File: config.mk
export PLATFORM = sky130hd
export DESIGN_NAME = addsub_seq
export DESIGN_NICKNAME = d
export VERILOG_FILES = /design/src/rtl/addsub_pkg.sv /design/src/rtl/addsub_wdog.sv /design/src/rtl/addsub_seq.sv
export SDC_FILE = /design/constraint.sdc
export NUM_CORES = 1
export LEC_CHECK = 0
export CORE_MARGIN = 2
export CORE_UTILIZATION = 40
export DETAILED_ROUTE_END_ITERATION = 12
export DONT_BUFFER_PORTS = 1
export HOLD_SLACK_MARGIN = 0.08
export PLACE_DENSITY = 0.51
export SLEW_MARGIN = 10
export SYNTH_ARGS = -nofsm -noshare
export SYNTH_HDL_FRONTEND = slang
export SYNTH_SLANG_ARGS = --single-unit
export TNS_END_PERCENT = 20
File: constraint.sdc
create_clock -name clk -period 2.1 [get_ports clk]
set_input_delay 0.21 -clock clk [delete_from_list [all_inputs] [get_ports clk]]
set_output_delay 0.21 -clock clk [all_outputs]
set_load 0.02 [all_outputs]
File: src/rtl/addsub_pkg.sv
// Shared types and constants for the nibble-serial add/sub sequencer.
// Holds the FSM state encoding and settle/width constants.
package addsub_pkg;

    localparam int NIBBLE_W     = 4;
    localparam int GUARD_CYCLES = 2;

    typedef enum logic [2:0] {
        GUARD,
        IDLE,
        ISSUE,
        WAIT,
        CAPTURE,
        DONE
    } state_t;

endpackage

File: src/rtl/addsub_wdog.sv
// Handshake watchdog: counts enabled cycles, pulses expire on the
// TIMEOUT-th consecutive enabled cycle; clr restarts the count.
module addsub_wdog #(
    parameter int TIMEOUT = 8
) (
    input  logic clk,
    input  logic rst,
    input  logic clr,
    input  logic en,
    output logic expire
);

    localparam int CW = $clog2(TIMEOUT + 1);

    logic [CW-1:0] cnt;

    // count enabled cycles, restart whenever cleared
    always_ff @(posedge clk or posedge rst) begin
        if (rst) begin
            cnt <= '0;
        end else if (clr) begin
            cnt <= '0;
        end else if (en) begin
            cnt <= cnt + 1'b1;
        end
    end

    // expire on the cycle the count reaches TIMEOUT
    always_comb begin
        expire = en && !clr && (cnt == CW'(TIMEOUT - 1));
    end

endmodule

File: src/rtl/addsub_seq.sv
// Runs a wide add/sub as a carry chain of 4-bit peripheral operations.
// Optional signed-overflow output is enabled by defining ADDSUB_OVF_EN.
module addsub_seq
    import addsub_pkg::*;
#(
    parameter int NIBBLES = 4,
    parameter int TIMEOUT = 8
) (
    input  logic                  clk,
    input  logic                  rst,
    input  logic                  start,
    input  logic                  op_sub,
    input  logic [4*NIBBLES-1:0]  op_a,
    input  logic [4*NIBBLES-1:0]  op_b,
    output logic                  busy,
    output logic                  done,
    output logic                  err,
    output logic [4*NIBBLES-1:0]  result,
    output logic                  cout,
`ifdef ADDSUB_OVF_EN
    output logic                  ovf,
`endif
    output logic                  u_cs,
    output logic [NIBBLE_W-1:0]   u_a,
    output logic [NIBBLE_W-1:0]   u_b,
    output logic                  u_cin,
    output logic                  u_sub,
    input  logic [NIBBLE_W-1:0]   u_sum,
    input  logic                  u_cout,
    input  logic                  u_rdy
);

    localparam int W  = NIBBLE_W * NIBBLES;
    localparam int IW = (NIBBLES > 1) ? $clog2(NIBBLES) : 1;

    state_t         state, state_n;
    logic [1:0]     gcnt;
    logic [W-1:0]   a_q, b_q;
    logic           carry;
    logic [IW-1:0]  idx;
    logic           last;
    logic           expire;

    assign last = (idx == IW'(NIBBLES - 1));

    addsub_wdog #(.TIMEOUT(TIMEOUT)) u_wdog (
        .clk    (clk),
        .rst    (rst),
        .clr    (state != WAIT),
        .en     (state == WAIT && u_rdy),
        .expire (expire)
    );

    // state register
    always_ff @(posedge clk or posedge rst) begin
        if (rst) state <= GUARD;
        else     state <= state_n;
    end

    // next-state and handshake outputs
    always_comb begin
        state_n = state;
        busy    = 1'b1;
        done    = 1'b0;
        err     = 1'b0;
        u_cs    = 1'b0;
        unique case (state)
            GUARD: begin
                if (gcnt == 2'(GUARD_CYCLES - 1)) state_n = IDLE;
            end
            IDLE: begin
                busy = 1'b0;
                if (start) state_n = ISSUE;
            end
            ISSUE: begin
                u_cs    = 1'b1;
                state_n = WAIT;
            end
            WAIT: begin
                if (!u_rdy) begin
                    state_n = CAPTURE;
                end else if (expire) begin
                    err     = 1'b1;
                    state_n = IDLE;
                end
            end
            CAPTURE: begin
                if (u_rdy) state_n = last ? DONE : ISSUE;
            end
            DONE: begin
                done    = 1'b1;
                state_n = IDLE;
            end
            default: state_n = GUARD;
        endcase
    end

    // peripheral operands come straight from the latched words
    always_comb begin
        u_a   = a_q[idx*NIBBLE_W +: NIBBLE_W];
        u_b   = b_q[idx*NIBBLE_W +: NIBBLE_W];
        u_cin = carry;
        u_sub = 1'b0;
    end

    // guard settle counter
    always_ff @(posedge clk or posedge rst) begin
        if (rst)                gcnt <= '0;
        else if (state == GUARD) gcnt <= gcnt + 1'b1;
        else                    gcnt <= '0;
    end

    // operand latch, nibble capture and carry chain
    always_ff @(posedge clk or posedge rst) begin
        if (rst) begin
            a_q    <= '0;
            b_q    <= '0;
            carry  <= 1'b0;
            idx    <= '0;
            result <= '0;
            cout   <= 1'b0;
        end else if (state == IDLE && start) begin
            a_q   <= op_a;
            b_q   <= op_sub ? ~op_b : op_b;
            carry <= op_sub;
            idx   <= '0;
        end else if (state == CAPTURE && u_rdy) begin
            result[idx*NIBBLE_W +: NIBBLE_W] <= u_sum;
            carry <= u_cout;
            if (last) cout <= u_cout;
            else      idx  <= idx + 1'b1;
        end
    end

`ifdef ADDSUB_OVF_EN
    // signed overflow, settled as the top nibble lands
    always_ff @(posedge clk or posedge rst) begin
        if (rst) begin
            ovf <= 1'b0;
        end else if (state == IDLE && start) begin
            ovf <= 1'b0;
        end else if (state == CAPTURE && u_rdy && last) begin
            ovf <= (a_q[W-1] == b_q[W-1]) && (u_sum[NIBBLE_W-1] != a_q[W-1]);
        end
    end
`endif

endmodule
After elaboration in Yosys (flattened, before gate mapping). Cells that the tools add are included.

Input port bits: 42. Output and inout bits: 31. Register bits after elaboration: 61.

Shifts and indexed selects: 4. Eq/ne operators: 14. Reduce and logical (&&, ||, !) cells: 13. Add/subtract/negate cells: 4. Bitwise gates (word level): 2. Muxes and demuxes: 23.

Operators by type and width (count): $neg 4->34 (1); $shift 4x34->16 const A (1); $shiftx 4x34->16 (1); $shiftx 16x5->4 (2); $mux 3 (6); $pmux 3 s6 (1); $bwmux 16 (1); $mux 16 (1); $not 16->16 (1); $mux 1 (8); $mux 2 (4); $mux 4 (2); $eq 3x2->1 const B (2); $eq 3x3->1 const B (2); $ne 2x2->1 const B (3); $logic_and 1x1->1 (5); $add 2x1->2 const B (2); $add 4x1->4 const B (1); $eq 4x3->1 const B (1); $reduce_and 2->1 (2); $reduce_and 4->1 (1); $reduce_bool 2->1 (2); $eq 3x1->1 const B (1); $logic_not 3->1 (1); other kinds (8) (8).

Logic depth before layout (Yosys ltp).
Depth in word-level cells: 7. Depth in mapped cells: 6. Gate-level depth less buffers: 5.

By module. Synthesis repeated with hierarchy kept, for this count alone.

Cell total of the unflattened synthesis: 263. Area, all modules: 3047.9 µm².

By module, submodules not included: addsub_seq (times used 1, area each 2836.5 µm², cells an instance 242); addsub_wdog (times used 1, area each 211.5 µm², cells an instance 21).

Worst setup path after synthesis. OpenSTA, ideal clock, no wires.

Path kind: register to register. Start point: register idx[0]. End point: register result[4]. Arrival time: 1.666 ns. Cell stages (with the launch flop): 7. Clock period less this slack: 1.784 ns. Slack: 0.316 ns. Cell sequence: dfrtp_1 > buf_2 > inv_1 > ha_1 > and3b_1 > and4_1 > a21o_1.

Longest elaborated chain between the ends: 3.

RTL lines: start: declaration (RTL line addsub_seq.sv:40) `logic [IW-1:0] idx;`; start signal: assignment (RTL line addsub_seq.sv:131) `else idx <= idx + 1'b1;`; $neg 4->34 * (RTL line addsub_seq.sv:128) `result[idx*NIBBLE_W +: NIBBLE_W] <= u_sum;`; $shiftx 4x34->16 / $shift 4x34->16 (equally long branches) (RTL line addsub_seq.sv:128); $bwmux 16 * (RTL line addsub_seq.sv:128); end signal: indexed assignment (RTL line addsub_seq.sv:128); end: declaration (RTL line addsub_seq.sv:18) `output logic [4*NIBBLES-1:0] result,`.

Mark *: on every way between the ends. The rest lies on a longest branch, timed or not. A chain may end at the register's enable or synchronous reset.

Final worst setup path.
Start point: register state[2]. End point: output err.

Longest elaborated chain between the ends: 7.

RTL lines: start: declaration (RTL line addsub_seq.sv:36) `state_t state, state_n;`; start signal: assignment (RTL line addsub_seq.sv:57) `else state <= state_n;`; $eq 3x2->1 / $ne 3x2->1 (equally long branches) (RTL line addsub_seq.sv:50, addsub_seq.sv:67, addsub_seq.sv:49); $logic_and 1x1->1 / $logic_not 1->1 (equally long branches) (RTL line addsub_seq.sv:50, addsub_wdog.sv:30); $logic_and 1x1->1 (2 in series) (RTL line addsub_wdog.sv:30) `expire = en && !clr && (cnt == CW'(TIMEOUT - 1));`; $mux 1 (RTL line addsub_seq.sv:82) `end else if (expire) begin`; $mux 1 (RTL line addsub_seq.sv:80) `if (!u_rdy) begin`; $mux 1 * (RTL line addsub_seq.sv:67) `unique case (state)`; end: declaration (RTL line addsub_seq.sv:17) `output logic err,`.

Marked as above.

==> out/results.tsv <==
stage	metric	value	unit
run_status	status	complete, no violations	
floorplan	Die ar.	8276	sq um
floorplan	initial core utilization	41.49	%
layout	commonest cells after routing, fill and taps aside	nand2_1, dfrtp_1, dlygate4sd3_1, xnor2_1	
run	max_cap viols	0	
synthesis	Syn Inst Count	283	
grt	largest net degree at the start of global routing	41	
sta	Slew headroom	53.03	%
grt	initial antenna violation count	0	
cts	Setup Buffers After CTS	0	
setup_path	Worst Path Arrival	1730	ps
layout	Final Util	52.16	%
placement	number of port buffers	0	
setup_path	crit path kind	flip-flop to output port	
detailed_routing	Starting DRT DRC Count	99	
synthesis	Post-synth EDFFs	0	
cts	CTS tree	yes	
grt	vias in the first global route	2175	
synthesis	Seq cells post-synth	61	
placement	gpl congestion	0.7194	
sta	# setup viols final	0	
floorplan	Die Ht	90.97	um
cts	Sink Count	61	
synthesis	Warnings, synthesis	0	
setup_path	Required @ worst endpoint	1890	ps
detailed_routing	DRC	0	
hold_path	worst min path class	input pin to flip-flop	
sta	Slew Viols, Final	0	
floorplan	DIE WIDTH	90.97	um
detailed_routing	vias post-DR	2152	
cts	clk slew on worst S/H paths	60	ps
sta	Clock Skew	3.440	ps
setup_path	CP max stage cell	dfrtp_1	
sta	setup TNS	0	ps
cts	worst skew pair latency	330	ps
synthesis	syn_nets	332	
detailed_routing	Routed Wire Length	6.374	mm
grt	GRT Resource Usage Total	16.46	%
cts	root cell of the clock tree	clkbuf_8	
layout	Nets	377	
floorplan	Rows	31	
floorplan	core area	7292	sq um
sta	RSZ-0062 raised after global routing	false	
placement	HPWL Detailed	4.286	mm
grt	gr ovfl total	0	
cts	H-Tree Depth	3	
detailed_routing	DR WL/cell	14.75	um
synthesis	async set-reset flop share out of synthesis	100.0	%
setup_path	Startpoint Class	flip-flop	
layout	most common cell after layout, fill and taps aside	nand2_1	
sta	endpoints failing hold	0	
setup_path	CP peak stage delay	530	ps
detailed_routing	total iterations of the first detailed-routing run	3	
setup_path	CP Max Fanout	13	
sta	highest clock rate	516.4	MHz
synthesis	synthesized area	3025	sq um
synthesis	Seq/Total Area, Yosys	50.45	%
detailed_routing	Routed Antenna Nets	0	
power	PD cells	1191	nW/um^2
cts	number of buffers created by CTS	9	
grt	first-pass GRT wire length	10.80	mm
floorplan	IO Pins	73	
synthesis	Cell variety after synth	41	
synthesis	Post-Syn Area per Cell	10.69	sq um
cts	clk buf depth	2	
layout	antenna fix cells	0	
detailed_routing	vias per cell	4.981	
power	leakage power	1.835	nW
setup_path	Crit. End Element	output port	
layout	area grow syn2layout	25.72	%
setup_path	CP cell instances	nor2b_1 -> nand2_1 -> nor3_1 -> buf_4	
sta	Tightest Pin Transition	703.5	ps
sta	fin crit period	1937	ps
sta	fin crit share	92.22	%
layout	share of layout cells above drive strength 1	12.61	%
synthesis	dominant synthesized flop cell	dfrtp_1	
power	maximum VDD drop	0.0004939	V
==> layer usage <==
layer | vias up | track usage, % | wire length, um
met5 | - | 0 | 0
met4 | 0 | 4.924 | 74
met3 | 9 | 5.975 | 391
met2 | 50 | 26.48 | 3059
met1 | 1031 | 20.83 | 2848
li1 | 1062 | - | -
==> final cells by class <==
| class | count | area, sq um |
|---|---|---|
| multi-input cells | 196 | 1386 |
| fillers | 707 | 3488 |
| flip-flops and latches | 61 | 1528 |
| repair buffers | 55 | 540.5 |
| clock inverters | 5 | 75.07 |
| clock buffers | 11 | 131.4 |
| inverters | 5 | 18.77 |
| well taps | 99 | 123.9 |
==> synth_stat cells, drive strengths merged (5+ instances only) <==
master / count / share of area [%]
a21o: 16 / 4.0
and4: 16 / 4.6
buf: 17 / 3.3
dfrtp: 61 / 50
ha: 7 / 2.9
inv: 5 / 0.62
mux4: 8 / 6.0
nand2: 72 / 9.3
nor3b: 5 / 1.2
o21ai: 18 / 3.0
xnor2: 17 / 4.9
==> kinds of logic (layout without fill, tap and decap cells) <==
logic type	count (synthesis)	in the layout	share of synthesized area (%)
xor+xnor	19	19	5.500
fa+ha+maj	7	7	2.895
buf+inv	26	76	4.384
mux	11	11	7.154
simple gates	115	115	20.26
compound gates	43	43	9.223
other cells	1	1	0.1240
flops	61	61	50.45
==> through the flow <==
stage	hold slack [ps]	setup slack [ps]	power, mW	cell area [sq um]	std cells
2_1_floorplan	315.4	316.1	3.071	3025	283
3_3_place_gp	255.4	396.2	3.365	3136	370
3_5_place_dp	252.2	358.6	3.391	3136	370
4_1_cts	80.94	64.61	4.604	3802	432
5_1_grt	95.06	40.36	4.873	3804	432
6_report	86.09	163.4	4.531	3804	432
==> sequential cells by signal (all words and copies together) (netlist names) <==
name,cells
cout,1
u_wdog.cnt,4
a_q,16
state,3
result,16
idx,2
u_cin,1
gcnt,2
b_q,16
==> critical path, delay by kind of cell, from the launching register on <==
kind	cells	cell delay [ps]
AND/OR/NAND/NOR	3	690
buffers and inverters	1	170
flip-flops	1	530
==> power by group <==
| part | switching (mW) | total, mW | internal [mW] | leakage (nW) |
|---|---|---|---|---|
| Combinational | 0.841 | 1.53 | 0.686 | 0.935 |
| Clock | 0.435 | 1.10 | 0.663 | 0.107 |
| Sequential | 0.333 | 1.91 | 1.57 | 0.792 |
| Total | 1.61 | 4.53 | 2.92 | 1.83 |
==> path summary, 6_finish.rpt <==
kind | end | slack (ps) | cells after the start | from
max in group asynchronous | a_q[5]$_DFFE_PP0P_ | 1050 | 3 | rst
min in group asynchronous | u_wdog.cnt[1]$_DFFE_PP0P_ | 450 | 2 | rst
worst max register to register | u_cin$_DFFE_PP0P_ | 210 | 5 | state[2]$_DFFE_PP0P_
worst min register to register | gcnt[0]$_DFF_PP0_ | 430 | 1 | gcnt[0]$_DFF_PP0_
worst min-delay path | b_q[6]$_DFFE_PP0P_ | 90 | 2 | op_sub
worst max-delay path | err | 160 | 4 | state[2]$_DFFE_PP0P_
==> what timing repair did <==
| item | 4_1_cts | 5_1_grt |
|---|---|---|
| gates resized for setup | 0 | 1 |
| hold buffers | 46 | 0 |
| endpoints found under the setup margin | 0 | 2 |
| hold endpoints to repair | 67 | 0 |
Note: power is estimated with default switching activity, not from simulation.
